## config.mk

```make
export PLATFORM = sky130hd
export DESIGN_NAME = int_ctrl
export DESIGN_NICKNAME = d
export VERILOG_FILES = /design/src/rtl/int_ctrl.sv
export SDC_FILE = /design/constraint.sdc
export NUM_CORES = 1
export LEC_CHECK = 0
export BUFFER_PORTS_ARGS = -buffer_cell sky130_fd_sc_hd__buf_2
export CORE_MARGIN = 2
export CORE_UTILIZATION = 50
export CTS_CLUSTER_SIZE = 24
export DETAILED_ROUTE_END_ITERATION = 6
export GPL_TIMING_DRIVEN = 1
export PLACE_DENSITY = 0.92
export RECOVER_POWER = 25
export SYNTH_ARGS = -nofsm -noshare
export SYNTH_HDL_FRONTEND = slang
export SYNTH_SLANG_ARGS = --single-unit
export TNS_END_PERCENT = 30
```

## constraint.sdc

```tcl
create_clock -name clk -period 4.74 [get_ports clk]
set_input_delay 0.237 -clock clk [delete_from_list [all_inputs] [get_ports clk]]
set_output_delay 0.237 -clock clk [all_outputs]
set_load 0.005 [all_outputs]
```

## src/rtl/int_ctrl.sv

```systemverilog
// Interrupt controller: synchronises and edge-detects buttons into pending
// requests, arbitrates them against syscall and drives a one-cycle entry
// pulse with vector index to the pc stage. Tracks handler occupancy until RTI
// and then holds off re-entry while the pipeline drains.
module int_ctrl #(
   parameter int unsigned NUM_BTN      = 3,
   parameter int unsigned SYNC_STAGES  = 2,
   parameter int unsigned DRAIN_CYCLES = 3
) (
   input  logic               clk,
   input  logic               rst_n,
   input  logic               syscall,
   input  logic [NUM_BTN-1:0] button,
   input  logic               int_en,
   input  logic               RTI,
   output logic               start_int,
   output logic [31:0]        int_id,
   output logic               int_syscall,
   output logic               int_button,
   output logic               int_active,
   output logic [NUM_BTN-1:0] pend
);

   localparam int unsigned CntW = (DRAIN_CYCLES > 1) ? $clog2(DRAIN_CYCLES) : 1;

   typedef enum logic [1:0] {StIdle, StEnter, StService, StHold} state_e;

   state_e              state_q, state_d;
   logic [CntW-1:0]     cnt_q, cnt_d;
   logic [NUM_BTN-1:0]  sync_q [SYNC_STAGES];
   logic [NUM_BTN-1:0]  prev_q;
   logic [NUM_BTN-1:0]  rise;
   logic [NUM_BTN-1:0]  pend_q, pend_d;
   logic                sys_pend_q, sys_pend_d;
   logic                sc_elig, any_req, take;
   logic                win_sys;
   logic [31:0]         win_id;
   logic [NUM_BTN-1:0]  win_clr;

   // Button synchroniser chain plus previous-value register for edge detect.
   always_ff @(posedge clk or negedge rst_n) begin
      if (!rst_n) begin
         for (int i = 0; i < int'(SYNC_STAGES); i++) sync_q[i] <= '0;
         prev_q <= '0;
      end else begin
         sync_q[0] <= button;
         for (int i = 1; i < int'(SYNC_STAGES); i++) sync_q[i] <= sync_q[i-1];
         prev_q <= sync_q[SYNC_STAGES-1];
      end
   end

   assign rise = sync_q[SYNC_STAGES-1] & ~prev_q;

   // Fixed-priority arbiter: syscall first, then the lowest-numbered button.
   always_comb begin
      sc_elig = syscall | sys_pend_q;
      any_req = sc_elig | (|pend_q);
      win_sys = 1'b0;
      win_id  = '0;
      win_clr = '0;
      if (sc_elig) begin
         win_sys = 1'b1;
      end else begin
         // Descending scan so the lowest set index is the last write.
         for (int i = int'(NUM_BTN) - 1; i >= 0; i--) begin
            if (pend_q[i]) begin
               win_id     = 32'(i + 1);
               win_clr    = '0;
               win_clr[i] = 1'b1;
            end
         end
      end
   end

   // Next-state logic for the FSM, drain counter and pending requests.
   always_comb begin
      state_d = state_q;
      cnt_d   = cnt_q;
      take    = 1'b0;
      unique case (state_q)
         StIdle: begin
            if (int_en && any_req) begin
               state_d = StEnter;
               take    = 1'b1;
            end
         end
         StEnter: state_d = StService;
         StService: begin
            if (RTI) begin
               state_d = StHold;
               cnt_d   = '0;
            end
         end
         StHold: begin
            if (cnt_q == CntW'(DRAIN_CYCLES - 1)) state_d = StIdle;
            else                                  cnt_d   = cnt_q + CntW'(1);
         end
         default: state_d = StIdle;
      endcase
      // A rise in the same cycle as the clear keeps the bit set.
      pend_d     = (pend_q & ~(take ? win_clr : '0)) | rise;
      sys_pend_d = (sys_pend_q | syscall) & ~(take & win_sys);
   end

   // State registers and registered entry outputs.
   always_ff @(posedge clk or negedge rst_n) begin
      if (!rst_n) begin
         state_q     <= StIdle;
         cnt_q       <= '0;
         pend_q      <= '0;
         sys_pend_q  <= 1'b0;
         start_int   <= 1'b0;
         int_id      <= '0;
         int_syscall <= 1'b0;
         int_button  <= 1'b0;
      end else begin
         state_q     <= state_d;
         cnt_q       <= cnt_d;
         pend_q      <= pend_d;
         sys_pend_q  <= sys_pend_d;
         start_int   <= take;
         int_syscall <= take & win_sys;
         int_button  <= take & ~win_sys;
         if (take) int_id <= win_id;
      end
   end

   assign int_active = (state_q == StService);
   assign pend       = pend_q;

endmodule
```

==> metrics.txt <==
outcome complete, no violations; top layer used by detailed routing met4; number of sinks on the clock net 22; CTS-repair resized insts 0; total length of routed met3 wires 121 um; max capacitance violation total 0; synthesis-stage register bit count 22; EDFF count, synth 0; overall global routing resource usage 0.1199; fraction of the cycle the final worst path needs 0.3690; wirelength, routed 1440 um; Die X 50.85 um; maximum number of pins on one net before global-route repair 23; clock tree buffer depth 2; critical path peak fanout 4; detail-routed via count per cell 4.392; Unique masters post-synth 23; clock insertion delay at the later pin of the skew report 0.30 ns; Warnings, synthesis 0; area share of the largest cell type after synthesis 0.5017; area of the die 0.002585 mm2; CTS H-Tree Depth 1; Critical Path RT 4.94 ns; slowest stage cell, crit path sky130_fd_sc_hd__dfrtp_1; tightest slew margin relative to the limit 0.2799; gate count of the mapped netlist 101; final max-slew violation count 0; die height 50.85 um; RSZ-0062 raised after global routing no; initial core utilization 0.5427; signed area change from the synthesized netlist to the final layout 5.359%; grt total ovfl 0; clock period minus worst slack 1.749 ns; via count 650; CTS hold repair buffers 1; global-route wire length before repair 2256 um; layout cells sized above 1 0.2066; top cells by instance count after synthesis 30 x sky130_fd_sc_hd__buf_4, 22 x sky130_fd_sc_hd__dfrtp_1, 9 x sky130_fd_sc_hd__nor2_1, 6 x sky130_fd_sc_hd__inv_1, 6 x sky130_fd_sc_hd__nand2_1; clock tree from TritonCTS done; sequential share of the synthesized area 0.5017; startpoint-to-endpoint class of the critical path register to register; cell with the most instances after synthesis sky130_fd_sc_hd__buf_4; static power due to leakage 0.5991 nW; sum of negative setup slack 0 ns; cell area power density 519.5 mW/mm2; Port Buffers 16; core region area 0.002022 mm2; antenna violations before repair 0; clock tree skew after final layout 0.001403 ns; via count of the first global-routing pass 546; Final Wtd Congestion 0.8714; combined area of all synthesized cells 0.001097 mm2; WHS 0.02904 ns; Post-Route M1 WL 599 um; post-CTS repair timing setup buffer count 0; Cell Rows 16; startpoint of the lowest-slack register-to-register path state_q[0]$_DFFE_PN0P_; total number of nets in the final design 134; dominant register cell in the synthesized netlist sky130_fd_sc_hd__dfrtp_1; average wire length per cell after detail routing 9.730 um; length of the first detailed-routing pass in iterations 4; number of DRC markers after the initial detailed-route iteration 11; kind of path behind the tightest hold check input pin to register; remaining number of nets flagged by the antenna check after routing 0; Worst-Margin Slew 1.080 ns; maximum vdd drop 0.4020 mV; number of antenna cells inserted 0; final setup fails 0; arrival time at the worst endpoint 1.95 ns; startpoint of the tightest hold check path button[2]; launching element of the worst setup path state_q[0]$_DFFE_PN0P_; count of final hold-check violations 0; f_max 571.7 MHz; PnR worst setup slack 2.991 ns; element type at the critical path start register; I/O pin cnt 47; leading cell types by total area after synthesis sky130_fd_sc_hd__dfrtp_1 50%, sky130_fd_sc_hd__buf_4 21%, sky130_fd_sc_hd__ha_1 4.6%; detailed-routed wire length on met2 704 um; count of filler cells inserted in the layout 167; fraction of registers with async set or reset after synthesis 1.000; critical path endpoint category register; worst slack, placed 3.012 ns; biggest area consumer among synthesized cells sky130_fd_sc_hd__dfrtp_1; Clock transition at path regs 0.12 ns; cells traversed along the worst timing path inv_1 > ha_1 > nor2b_1 > a2111oi_4 > mux2_4; average cell area after synthesis 10.86 um2; worst stage delay on the critical path 0.40 ns; DP HPWL 1144 um; root buffer cell sky130_fd_sc_hd__clkbuf_4; DR DRC count 0; TritonCTS Buffers 3
==> critical path, delay by kind of cell, from the launching register on <==
family                     cells  cell delay, ns
DFF                            1            0.40
AOI/OAI and AO/OA              1            0.40
muxes                          1            0.33
adders and majority gates      1            0.24
and+or+nand+nor                1            0.20
buffers and inverters          1            0.08
==> flip-flops by register name, summed over array words and instances (netlist names), 2 cells and up <==
name and flops:
sync_q 6, pend 3, prev_q 3, cnt_q 2, int_id 2, state_q 2
==> per-layer routing <==
layer,track usage,vias up
met1,0.1323,296
met4,0.07658,0
met2,0.2039,40
li1,-,312
met5,0,-
met3,0.03216,2
==> placed cells by master (no fill, tap or decap) <==
cell type,netlist,layout
sky130_fd_sc_hd__a21oi_1,1,1
sky130_fd_sc_hd__dfrtp_1,22,22
sky130_fd_sc_hd__a21o_1,1,1
sky130_fd_sc_hd__o32a_2,1,1
sky130_fd_sc_hd__clkbuf_4,0,3
sky130_fd_sc_hd__buf_2,0,15
sky130_fd_sc_hd__conb_1,1,30
sky130_fd_sc_hd__dlygate4sd3_1,0,1
sky130_fd_sc_hd__mux2_4,1,1
sky130_fd_sc_hd__nor3_1,2,2
sky130_fd_sc_hd__ha_1,4,4
sky130_fd_sc_hd__and2_1,1,1
sky130_fd_sc_hd__nor2_1,9,9
sky130_fd_sc_hd__bufinv_16,0,1
sky130_fd_sc_hd__o31ai_1,1,1
sky130_fd_sc_hd__o22a_2,1,1
sky130_fd_sc_hd__nor2b_1,3,3
sky130_fd_sc_hd__a22o_1,2,2
sky130_fd_sc_hd__o21bai_1,1,1
sky130_fd_sc_hd__a2111oi_4,1,1
sky130_fd_sc_hd__nor3_2,1,1
sky130_fd_sc_hd__inv_1,6,6
sky130_fd_sc_hd__o21ai_0,4,4
sky130_fd_sc_hd__clkbuf_1,0,1
sky130_fd_sc_hd__nor4_1,1,1
sky130_fd_sc_hd__and2_4,1,1
sky130_fd_sc_hd__nand2_1,6,6
==> final cells by class <==
type / count / area [um2] / area share
clock buffers: 3 / 22.52 / 0.01948
clock inverters: 1 / 30.03 / 0.02597
inverters: 6 / 22.52 / 0.01948
repair buffers: 17 / 88.84 / 0.07684
well taps: 27 / 33.78 / 0.02922
multi-input cells: 72 / 407.9 / 0.3528
flip-flops and latches: 22 / 550.5 / 0.4762
==> cell families (layout without fill, tap and decap cells) <==
family / count (synthesis) / after routing / synth area share
buffers and inverters: 36 / 27 / 0.2258
AO/OA/AOI/OAI: 13 / 13 / 0.1038
other: 1 / 30 / 0.003417
flip-flops: 22 / 22 / 0.5017
adder cells (fa/ha/maj): 4 / 4 / 0.04561
AND/OR/NAND/NOR: 24 / 24 / 0.1061
multiplexers: 1 / 1 / 0.01368
==> where the power goes <==
part	switching [mW]	internal [mW]
Clock	0.0551	0.0854
Sequential	0.0283	0.227
Combinational	0.100	0.104
==> per-stage QoR <==
stage / std cells / area [um2] / power (mW) / utilization
final: 148 / 1156 / 0.6006 / 0.5718
after global routing: 148 / 1156 / 0.6442 / 0.5718
after CTS: 148 / 1157 / 0.6051 / 0.5724
after detailed placement: 143 / 1095 / 0.4636 / 0.5415
after global placement: 143 / 1095 / 0.4448 / 0.5415
after floorplan: 130 / 1206 / 0.4229 / -
==> final timing paths <==
| path | end | slack, ns | cells after the start |
|---|---|---|---|
| max reg2reg | state_q[1]$_DFFE_PN0P_ | 2.99 | 5 |
| max in group asynchronous | sync_q[2]$_DFF_PN0_ | 3.45 | 2 |
| min | sync_q[5]$_DFF_PN0_ | 0.03 | 1 |
| max | state_q[1]$_DFFE_PN0P_ | 2.99 | 5 |
| min in group asynchronous | state_q[0]$_DFFE_PN0P_ | 0.64 | 2 |
| min reg2reg | sync_q[0]$_DFF_PN0_ | 0.36 | 0 |
(Power assumes the default switching activity.)
